[src/rtl/win_fetch_pkg.sv]
// rtl/win_fetch_pkg.sv - shared state encoding, defaults and coordinate type for the window fetch sequencer
package win_fetch_pkg;
  localparam int DIM_W_DEF  = 11;
  localparam int RD_LAT_DEF = 2;

  typedef logic [DIM_W_DEF-1:0] coord_t;

  typedef logic [2:0] state_t;
  localparam state_t ST_IDLE  = 3'd0;
  localparam state_t ST_WAIT  = 3'd1;
  localparam state_t ST_FETCH = 3'd2;
  localparam state_t ST_DRAIN = 3'd3;
  localparam state_t ST_DONE  = 3'd4;
endpackage

[src/rtl/valid_delay_line.sv]
// rtl/valid_delay_line.sv - shift-register pipe aligning read enables with returned pixel data
module valid_delay_line #(
  parameter int DEPTH = 3
) (
  input  logic             i_clk,
  input  logic             i_rst_n,
  input  logic             i_valid,
  output logic [DEPTH-1:0] o_taps
);
  logic [DEPTH-1:0] r_pipe;

  always_ff @(posedge i_clk or negedge i_rst_n) begin
    if (!i_rst_n) r_pipe <= '0;
    else          r_pipe <= {r_pipe[DEPTH-2:0], i_valid};
  end

  assign o_taps = r_pipe;
endmodule

[src/rtl/window_fetch_ctrl.sv]
// rtl/window_fetch_ctrl.sv - row-by-row column-major BRAM fetch sequencer for the pixel shift window
// Optional stall counter built when WIN_FETCH_PERF_EN is defined.
module window_fetch_ctrl
  import win_fetch_pkg::*;
#(
  parameter int WIDTH      = 16,
  parameter int HOR_SIZE   = 4,
  parameter int VER_SIZE   = 4,
  parameter int ADDR_W     = 17,
  parameter int DIM_W      = DIM_W_DEF,
  parameter int RD_LAT     = RD_LAT_DEF,
  parameter int ROW_STRIDE = 1
) (
  input  logic              clk_in,
  input  logic              rst_n_in,
  input  logic              start_in,
  input  logic [DIM_W-1:0]  cfg_width_in,
  input  logic [DIM_W-1:0]  cfg_height_in,
  input  logic              consumer_ready_in,
  output logic              rd_en_out,
  output logic [ADDR_W-1:0] rd_addr_out,
  input  logic [WIDTH-1:0]  rd_data_in,
  output logic              shift_valid_out,
  output logic [WIDTH-1:0]  pixel_out,
  output logic [DIM_W-1:0]  win_x_out,
  output logic [DIM_W-1:0]  win_y_out,
  output logic              busy_out,
  output logic              frame_done_out,
  output logic              cfg_err_out,
  output logic [31:0]       stall_cycles_out
);
  localparam int JW  = (VER_SIZE > 1) ? $clog2(VER_SIZE) : 1;
  localparam int DW1 = DIM_W + 1;
  localparam logic [JW-1:0] J_LAST = JW'(VER_SIZE - 1);

  state_t             r_state;
  logic [DIM_W-1:0]   r_w, r_h, r_y0, r_x;
  logic [JW-1:0]      r_j;
  logic [ADDR_W-1:0]  r_addr, r_col_base, r_row_base, r_stride_w;
  logic [DIM_W-1:0]   r_ox, r_oy, r_win_x, r_win_y;
  logic [JW-1:0]      r_oj;
  logic [WIDTH-1:0]   r_pix;
  logic               r_cfg_err;

  logic [RD_LAT:0]    w_taps;
  logic [ADDR_W-1:0]  w_stride_w, w_next_row;
  logic [DW1-1:0]     w_next_y;
  logic               w_cfg_ok, w_accept, w_more_rows, w_col_last, w_x_last, w_vld;

  valid_delay_line #(.DEPTH(RD_LAT + 1)) u_vdl (
    .i_clk   (clk_in),
    .i_rst_n (rst_n_in),
    .i_valid (rd_en_out),
    .o_taps  (w_taps)
  );

  // Row stride in addresses, accumulated from the width so no multiplier is needed.
  always_comb begin
    w_stride_w = '0;
    for (int k = 0; k < ROW_STRIDE; k++) w_stride_w = w_stride_w + ADDR_W'(cfg_width_in);
  end

  assign w_cfg_ok    = (cfg_width_in >= DIM_W'(HOR_SIZE)) && (cfg_height_in >= DIM_W'(VER_SIZE));
  assign w_accept    = (r_state == ST_IDLE) && start_in && w_cfg_ok;
  assign w_next_y    = {1'b0, r_y0} + DW1'(ROW_STRIDE);
  assign w_more_rows = (w_next_y + DW1'(VER_SIZE)) <= {1'b0, r_h};
  assign w_col_last  = (r_j == J_LAST);
  assign w_x_last    = (r_x == r_w - DIM_W'(1));
  assign w_next_row  = r_row_base + r_stride_w;
  assign w_vld       = w_taps[RD_LAT];

  always_ff @(posedge clk_in or negedge rst_n_in) begin
    if (!rst_n_in) begin
      r_state    <= ST_IDLE;
      r_w        <= '0;
      r_h        <= '0;
      r_y0       <= '0;
      r_x        <= '0;
      r_j        <= '0;
      r_addr     <= '0;
      r_col_base <= '0;
      r_row_base <= '0;
      r_stride_w <= '0;
      r_cfg_err  <= 1'b0;
    end else begin
      case (r_state)
        ST_IDLE: if (start_in) begin
          if (!w_cfg_ok) begin
            r_cfg_err <= 1'b1;
          end else begin
            r_cfg_err  <= 1'b0;
            r_w        <= cfg_width_in;
            r_h        <= cfg_height_in;
            r_stride_w <= w_stride_w;
            r_y0       <= '0;
            r_x        <= '0;
            r_j        <= '0;
            r_addr     <= '0;
            r_col_base <= '0;
            r_row_base <= '0;
            r_state    <= ST_WAIT;
          end
        end
        ST_WAIT: if (consumer_ready_in) r_state <= ST_FETCH;
        ST_FETCH: begin
          if (!w_col_last) begin
            r_j    <= r_j + JW'(1);
            r_addr <= r_addr + ADDR_W'(r_w);
          end else begin
            r_j <= '0;
            if (w_x_last) begin
              r_state <= ST_DRAIN;
            end else begin
              r_x        <= r_x + DIM_W'(1);
              r_col_base <= r_col_base + ADDR_W'(1);
              r_addr     <= r_col_base + ADDR_W'(1);
            end
          end
        end
        ST_DRAIN: if (w_taps == '0) begin
          if (w_more_rows) begin
            r_state    <= ST_WAIT;
            r_y0       <= w_next_y[DIM_W-1:0];
            r_x        <= '0;
            r_row_base <= w_next_row;
            r_col_base <= w_next_row;
            r_addr     <= w_next_row;
          end else begin
            r_state <= ST_DONE;
          end
        end
        ST_DONE: r_state <= ST_IDLE;
        default: r_state <= ST_IDLE;
      endcase
    end
  end

  // Output-side column tracking mirrors what the shifter has absorbed, so coordinates land with its valid_out.
  always_ff @(posedge clk_in or negedge rst_n_in) begin
    if (!rst_n_in) begin
      r_ox    <= '0;
      r_oy    <= '0;
      r_oj    <= '0;
      r_win_x <= '0;
      r_win_y <= '0;
    end else if (w_accept) begin
      r_ox <= '0;
      r_oy <= '0;
      r_oj <= '0;
    end else if (w_vld) begin
      if (r_oj != J_LAST) begin
        r_oj <= r_oj + JW'(1);
      end else begin
        r_oj <= '0;
        if (r_ox >= DIM_W'(HOR_SIZE - 1)) begin
          r_win_x <= r_ox - DIM_W'(HOR_SIZE - 1);
          r_win_y <= r_oy;
        end
        if (r_ox == r_w - DIM_W'(1)) begin
          r_ox <= '0;
          r_oy <= r_oy + DIM_W'(ROW_STRIDE);
        end else begin
          r_ox <= r_ox + DIM_W'(1);
        end
      end
    end
  end

  always_ff @(posedge clk_in or negedge rst_n_in) begin
    if (!rst_n_in)               r_pix <= '0;
    else if (w_taps[RD_LAT - 1]) r_pix <= rd_data_in;
  end

`ifdef WIN_FETCH_PERF_EN
  logic [31:0] r_stall;

  always_ff @(posedge clk_in or negedge rst_n_in) begin
    if (!rst_n_in)
      r_stall <= '0;
    else if (w_accept)
      r_stall <= '0;
    else if ((r_state == ST_WAIT) && !consumer_ready_in && (r_stall != 32'hFFFF_FFFF))
      r_stall <= r_stall + 32'd1;
  end

  assign stall_cycles_out = r_stall;
`else
  assign stall_cycles_out = 32'd0;
`endif

  assign rd_en_out       = (r_state == ST_FETCH);
  assign rd_addr_out     = r_addr;
  assign shift_valid_out = w_vld;
  assign pixel_out       = r_pix;
  assign win_x_out       = r_win_x;
  assign win_y_out       = r_win_y;
  assign busy_out        = (r_state != ST_IDLE);
  assign frame_done_out  = (r_state == ST_DONE);
  assign cfg_err_out     = r_cfg_err;
endmodule

[config.mk]
export PLATFORM = sky130hd
export DESIGN_NAME = window_fetch_ctrl
export DESIGN_NICKNAME = d
export VERILOG_FILES = /design/src/rtl/win_fetch_pkg.sv /design/src/rtl/valid_delay_line.sv /design/src/rtl/window_fetch_ctrl.sv
export SDC_FILE = /design/constraint.sdc
export NUM_CORES = 1
export LEC_CHECK = 0
export CAP_MARGIN = 20
export CORE_UTILIZATION = 57
export DETAILED_ROUTE_END_ITERATION = 16
export PLACE_DENSITY = 0.85
export SETUP_SLACK_MARGIN = 0.5
export SYNTH_ARGS = -nofsm -noshare
export SYNTH_HDL_FRONTEND = slang
export SYNTH_HIERARCHICAL = 1
export SYNTH_SLANG_ARGS = --single-unit
export TNS_END_PERCENT = 50
[constraint.sdc]
create_clock -name clk_in -period 5.3 [get_ports clk_in]
set_input_delay 1.06 -clock clk_in [delete_from_list [all_inputs] [get_ports clk_in]]
set_output_delay 1.06 -clock clk_in [all_outputs]
set_load 0.05 [all_outputs]
==> impl_table.tex <==
\begin{tabular}{lr}
\hline
Metric & Value \\
\hline
\multicolumn{2}{l}{\textbf{Outcome}} \\
\quad Run status & finished clean \\
\multicolumn{2}{l}{\textbf{Worst setup path}} \\
\quad Slowest cell on crit path & sky130\_fd\_sc\_hd\_\_a221o\_4 \\
\quad Cell Chain, Critical Path & ha\_2 -> nand3\_1 -> or3\_1 -> and2\_1 -> nor2\_1 -> nand2\_1 -> xor2\_1 -> ha\_1 -> and3\_1 -> a221oi\_1 -> nand2\_1 -> o22ai\_1 -> o211ai\_1 -> buf\_4 -> a221o\_4 -> o21ai\_0 -> o21ai\_0 \\
\quad Data required time at the worst endpoint & 5.61 ns \\
\quad Worst Path Arrival & 4.81 ns \\
\quad Type of destination of the critical path & register \\
\quad Number of buffers and inverters on the critical path & 1 \\
\quad Crit path launch type & register \\
\quad Largest stage delay on the critical path & 0.52 ns \\
\quad Setup CP Type & reg -> reg \\
\quad Biggest fanout along the worst timing path & 30 \\
\quad Kind of cell with the highest combined delay on the critical path & compound AO/OA/AOI/OAI gates \\
\multicolumn{2}{l}{\textbf{GRT}} \\
\quad Wire length of the first global-routing pass & 43,630 µm \\
\quad Antenna violations before repair & 0 \\
\quad Largest net degree at the start of global routing & 86 \\
\quad GR Overflow Total & 0 \\
\quad Global routing usage summed across all routing layers & 0.2973 \\
\quad Number of global-route vias before repair & 8,662 \\
\multicolumn{2}{l}{\textbf{Logic synthesis}} \\
\quad Post-synthesis sequential element count & 166 \\
\quad Area fraction of the dominant cell type after synthesis & 0.3942 \\
\quad Adder and majority cell fraction of the synthesized area & 0.05367 \\
\quad Cell area after technology mapping & 0.01054 mm² \\
\quad Synth Area per Inst & 9.007 µm² \\
\quad Most instantiated cells after synthesis & sky130\_fd\_sc\_hd\_\_dfrtp\_1 (166), sky130\_fd\_sc\_hd\_\_nand2\_1 (132), sky130\_fd\_sc\_hd\_\_o21ai\_0 (111) \\
\quad Dominant cell by count in the synthesized netlist & sky130\_fd\_sc\_hd\_\_dfrtp\_1 \\
\quad Number of synthesis warnings & 6 \\
\quad Gate Count Post-Synth & 1,170 \\
\quad Number of distinct library cells after synthesis & 77 \\
\quad Synthesized-area fraction occupied by ao, oa, aoi and oai cells & 0.1780 \\
\quad Fraction of registers with async set/reset & 1.000 \\
\quad Post-synth EDFFs & 0 \\
\quad Biggest area contributors in the synthesized netlist & sky130\_fd\_sc\_hd\_\_dfrtp\_1 (39\%), sky130\_fd\_sc\_hd\_\_o21ai\_0 (5.3\%), sky130\_fd\_sc\_hd\_\_ha\_1 (5.0\%), sky130\_fd\_sc\_hd\_\_nand2\_1 (4.7\%), sky130\_fd\_sc\_hd\_\_xnor2\_1 (4.3\%) \\
\quad Xor and xnor area share after synthesis & 0.08276 \\
\quad Dominant register cell in the synthesized netlist & sky130\_fd\_sc\_hd\_\_dfrtp\_1 \\
\quad Simple-gate portion of the synthesized area & 0.1863 \\
\quad Multiplexer share of the synthesized area & 0.04643 \\
\quad Sequential share of the synthesized area & 0.3942 \\
\quad Cell type contributing the most total cell area after synthesis & sky130\_fd\_sc\_hd\_\_dfrtp\_1 \\
\quad Combinational family with the most area after synthesis & simple AND/OR/NAND/NOR gates \\
\multicolumn{2}{l}{\textbf{Pwr}} \\
\quad Power share of the clock group & 0.155 \\
\quad Switch Pwr & 3.778 mW \\
\quad Switching power as a share of total power & 0.4860 \\
\quad Total power & 7.773 mW \\
\quad Leakage dissipation & 5.459 nW \\
\quad Cell Pwr Density & 635.0 mW/mm² \\
\quad Pint & 3.995 mW \\
\quad Maximum vdd ir drop & 448.4 µV \\
\quad Portion of total power attributed to sequential cells & 0.283 \\
\quad Comb pwr share & 0.562 \\
\multicolumn{2}{l}{\textbf{Cells and area}} \\
\quad Fraction of final layout cells sized beyond drive strength 1 & 0.08838 \\
\quad Antenna Diode Count & 0 \\
\quad Final design instance area without fill & 0.01224 mm² \\
\quad Post-layout nets & 1,329 \\
\quad Layout-stage area growth over the synthesis result & 16.17\% \\
\multicolumn{2}{l}{\textbf{Floorplanning}} \\
\quad Cell Rows & 49 \\
\quad Height of the die & 138.0 µm \\
\quad Core box area & 0.01802 mm² \\
\quad Width of the die & 138.0 µm \\
\quad Area of the die & 0.01903 mm² \\
\quad Starting utilization of the core area & 0.5846 \\
\quad Ports & 134 \\
\multicolumn{2}{l}{\textbf{CTS}} \\
\quad Root cell of the clock tree & sky130\_fd\_sc\_hd\_\_clkbuf\_16 \\
\quad Sink count of the clock tree & 166 \\
\quad CTS buffer count & 17 \\
\quad Worst-Skew Late Latency & 0.44 ns \\
\quad Clock tree buffer depth & 2 \\
\quad Maximum level of the CTS H-tree & 4 \\
\quad Clock tree from TritonCTS & done \\
\quad Clock slew at the register clock pins of the worst setup and hold paths & 0.07 ns \\
\quad CTS Hold Buffers Added & 0 \\
\multicolumn{2}{l}{\textbf{Routing}} \\
\quad Average detailed-routed wire length per instance & 18.03 µm \\
\quad Routed Wire Length & 26,770 µm \\
\quad Antenna Nets Post-Route & 0 \\
\quad Via count & 9,179 \\
\quad Number of violations reported at the end of detailed-routing iteration 0 & 926 \\
\quad First-pass iteration count of the detailed router & 5 \\
\quad Residual DRC & 0 \\
\quad Drt via density & 6.181 \\
\multicolumn{2}{l}{\textbf{STA}} \\
\quad Final period demand of the worst path & 4.499 ns \\
\quad Final clock period utilization by the worst path & 0.8489 \\
\quad Total negative slack for setup checks & 0 ns \\
\quad Max frequency & 222.3 MHz \\
\quad Setup repair after global routing missed its margin & false \\
\quad Worst Max-Slew Pin Slew & 1.089 ns \\
\quad Count of pins over their slew limit & 0 \\
\quad Setup violations, final & 0 \\
\quad Number of hold violations in the final report & 0 \\
\quad Worst relative slew slack & 0.2710 \\
\quad Final clock skew & 0.009349 ns \\
\multicolumn{2}{l}{\textbf{Place}} \\
\quad Post-detail-place hpwl & 18,850 µm \\
\quad Placed instance area & 0.01157 mm² \\
\quad Final weighted congestion in routability-driven placement & 0.8836 \\
\quad Count of input and output buffers & 101 \\
\multicolumn{2}{l}{\textbf{Flow run}} \\
\quad MaxCap Viol Count & 0 \\
\multicolumn{2}{l}{\textbf{Hold path}} \\
\quad Worst hold path type & reg -> reg \\
\hline
\end{tabular}
[logic make-up after synthesis]
kind of cell               Yosys count
and+or+nand+nor                    405
buffers and inverters              128
other                                1
adders and majority gates           44
xor gates and xnor gates            87
DFF                                166
muxes                               44
AOI/OAI and AO/OA                  295
[area by class of cell]
cell class / count / area (µm²)
clock inverter: 14 / 135.1
tap: 229 / 286.5
fill: 1361 / 5783
timing repair buffer: 116 / 1149
clock buffer: 18 / 439.2
inverter: 35 / 131.4
sequential: 166 / 4156
multi-input combinational: 907 / 5944
[per-layer routing]
layer  part of all wire  track usage  up-vias  wire, µm
li1                   -            -     4278         -
met1               0.43       0.4063     4411     11410
met2               0.47       0.4650      412     12590
met3              0.072      0.05556       78      1941
met4              0.031       0.1226        0       826
met5                  0            0        -         0
[repair_timing]
item / 4_1_cts / 5_1_grt
buffers inserted: 0 / 4
endpoints found under the hold margin: 0 / 0
gates resized for setup: 0 / 11
endpoints found under the setup margin: 0 / 43
[power groups by stage]
stage               Clock [mW]  Sequential [mW]  Combinational (mW)
finish                    1.21             2.20                4.37
global route              1.27             2.25                4.78
CTS                       1.22             2.18                4.24
detailed placement           0             2.19                4.20
global placement             0             2.17                4.07
floorplan                    0             2.53                2.69
[per-stage QoR]
| stage | instances | hold slack, ns | setup slack [ns] | utilization |
|---|---|---|---|---|
| detailed placement | 1448 | 0.3740 | 0.5673 | 0.6420 |
| global placement | 1448 | 0.3844 | 0.7469 | 0.6420 |
| global route | 1485 | 0.4255 | 0.4568 | 0.6792 |
| floorplan | 1201 | 0.3519 | 1.069 | - |
| finish | 1485 | 0.4066 | 0.8009 | 0.6792 |
| CTS | 1480 | 0.4071 | 0.5476 | 0.6739 |
[worst reg2reg max path, delay by kind of cell, from the launching register on]
kind	cells	cell delay [ns]
adder cells (fa/ha/maj)	2	0.58
AND/OR/NAND/NOR	7	1.37
XOR/XNOR	1	0.15
AO/OA/AOI/OAI	6	1.62
buffers and inverters	1	0.22
flip-flops	1	0.45
[final timing paths]
path / depth (start not counted) / startpoint / slack [ns] / to
worst min register to register: 0 / u_vdl/o_taps[0] / 0.41 / u_vdl/o_taps[1]
min in group asynchronous: 1 / rst_n_in / 0.65 / rd_addr_out[9]
worst max-delay path: 17 / r_y0[0] / 0.80 / r_col_base[9]
max in group asynchronous: 2 / rst_n_in / 3.49 / win_y_out[9]
worst min-delay path: 0 / u_vdl/o_taps[0] / 0.41 / u_vdl/o_taps[1]
worst max register to register: 17 / r_y0[0] / 0.80 / r_col_base[9]
[placed cells by master (no fill, tap or decap), drive strengths merged, types with 14 or more instances in the layout]
| master | count |
|---|---|
| or3 | 16 |
| nor2 | 95 |
| a21oi | 52 |
| buf | 16 |
| xor2 | 27 |
| nand2 | 132 |
| nor3 | 29 |
| clkdlybuf4s50 | 100 |
| clkbuf | 18 |
| a211oi | 15 |
| nand4 | 14 |
| nand3 | 30 |
| dfrtp | 166 |
| conb | 32 |
| xnor2 | 52 |
| o21ai | 113 |
| ha | 42 |
| o31ai | 17 |
| a31oi | 18 |
| inv | 43 |
| and3 | 19 |
| mux2 | 39 |
| a21o | 16 |
[flip-flops by register name, indices dropped and copies added (netlist names), 16 cells and up]
| signal | count |
|---|---|
| pixel_out | 16 |
| r_col_base | 17 |
| r_row_base | 17 |
| rd_addr_out | 17 |
Note: power is estimated with default switching activity, not from simulation.
==> RTL change: new RTL, same flow settings <==
The option `WIN_FETCH_PERF_EN` is turned on by a define.
--- a/src/rtl/window_fetch_ctrl.sv
+++ b/src/rtl/window_fetch_ctrl.sv
@@ -1,5 +1,7 @@
 // rtl/window_fetch_ctrl.sv - row-by-row column-major BRAM fetch sequencer for the pixel shift window
 // Optional stall counter built when WIN_FETCH_PERF_EN is defined.
+`define WIN_FETCH_PERF_EN
+
 module window_fetch_ctrl
   import win_fetch_pkg::*;
 #(
Function: changed (a bounded check fails within 4 cycles, from zero or initial values and one cycle with rst_n_in low).
==> RTL change against the original RTL <==
Sequential cell count grew 32. Cell area rose by 15%. Area after synthesis increased by 12%. Critical path type unchanged. Routed wire length grew 13%. Die area up 12%. First-iteration DRC count grew 3.3%. Setup slack improved by 0.029 ns. Fmax up 0.65%. Power shrank 9.9%.
==> RTL change: results <==
{
  "synthTopCellsByCount": "dfrtp_1 (198), nand2_1 (155), nor2_1 (137)",
  "io_buffers": 133,
  "dr_wl_met3_um": 2060,
  "ys_types": 76,
  "dp_hpwl_um": 20800,
  "diodes": 0,
  "drive_gt1_share_pct": 7.23,
  "min_from": "u_vdl/o_taps[0]$_DFF_PN0_",
  "hold_path_class": "reg -> reg",
  "grt_start_max_net_pins": 117,
  "cp_slowest_cell": "a2111o_2",
  "clk_path_buf_depth": 2,
  "path_clk_slew_ns": 0.08,
  "rr_worst_depth": 17,
  "crit_fanout": 15,
  "synthAdderAreaFrac_pct": 4.88,
  "drt-pass1-iter-count": 5,
  "wl_met1_um": 13200,
  "place_congestion": 0.904,
  "clock_skew_ns": 0.0154,
  "synth_ff_type": "dfrtp_1",
  "grt_usage_pct": 28.6,
  "wl_met2_um": 14200,
  "cts_max_level": 4,
  "crit_start": "r_y0[2]$_DFFE_PN0P_",
  "largest_reg_flops": 32,
  "grt_pass1_vias": 9763,
  "dr.first_iter.drc_count": 957,
  "routedWlPerCell_um": 17.9,
  "p_leak_nw": 6.19,
  "viasPerCell": 6.06,
  "endpoint": "r_y0[2]$_DFFE_PN0P_",
  "outcome": "finished clean",
  "synth_compound_area_share_pct": 15.8,
  "cp.arrival_ns": 4.79,
  "ir_drop_mv": 0.352,
  "ys_warn_count": 6,
  "slew_headroom_pct": 36.6,
  "synth_area_leaders": "dfrtp_1 (42%), o21ai_0 (5.2%), nand2_1 (4.9%)",
  "slowest_delay_ns": 0.68,
  "ys_seq_area_share_pct": 41.9,
  "cp_top_family": "compound AO/OA/AOI/OAI gates",
  "r2r_setup_slack_ns": 0.83,
  "num-nets-final": 1499,
  "cts_inserted_buffers": 17,
  "synth_mux_area_share_pct": 4.22,
  "min_delay_worst_endpoint": "u_vdl/o_taps[1]$_DFF_PN0_",
  "min_path_cells": 0,
  "grt_first_pass_wirelength_um": 49000,
  "cts-root-buf": "clkbuf_16",
  "syn_nets": 1398,
  "nFillCells": 1538,
  "synth_xor_area_share_pct": 9.54
}
[RTL change: changes by cell type after synthesis, sizes merged, moves of 9 or more]
| cell | delta |
|---|---|
| o21ai | +9 |
| nor2 | +42 |
| buf | -24 |
| dfrtp | +32 |
| xor2 | +26 |
| nand3 | +13 |
| nand2 | +23 |
| o31ai | -9 |
[RTL change: kinds of logic after synthesis]
logic type      Yosys count
buf+inv                 103
mux                      45
simple gates            505
xor+xnor                118
fa+ha+maj                45
flops                   198
compound gates          297
[RTL change: what timing repair did]
action | in CTS | in global routing
setup buffers | 0 | 2
endpoints found under the setup margin | 0 | 68
gates resized for setup | 0 | 4
[RTL change: area by class of cell]
type	instances	area (um^2)	share of cell area (%)
Multi-Input combinational cell	1011	6510	46.4
Sequential cell	198	4950	35.3
Timing Repair Buffer	147	1460	10.4
Clock buffer	17	425	3.03
Tap cell	270	338	2.41
Clock inverter	15	218	1.55
Inverter	37	139	0.989
[RTL change: report_power, final]
group / switching, mW / internal, mW
clock network: 0.688 / 0.700
logic: 2.06 / 1.30
registers: 0.433 / 1.82
total: 3.18 / 3.82
[RTL change: metal layers]
layer / global-route usage, % / up-vias
met1: 40.1 / 4978
met4: 10.1 / 0
li1: - / 4864
met5: 0 / -
met3: 5.69 / 64
met2: 44.4 / 374
[RTL change: metrics by stage]
stage                     instances  hold WS, ns  setup WS, ns  utilization [%]  area, um^2
after global placement         1659        0.376         0.809             65.7       13300
after global routing           1695        0.406         0.590             69.2       14000
after detailed placement       1659        0.361         0.679             65.7       13300
after CTS                      1691        0.388         0.545             68.9       14000
after floorplan                1311        0.352          1.56                -       11800
final                          1695        0.390         0.830             69.2       14000
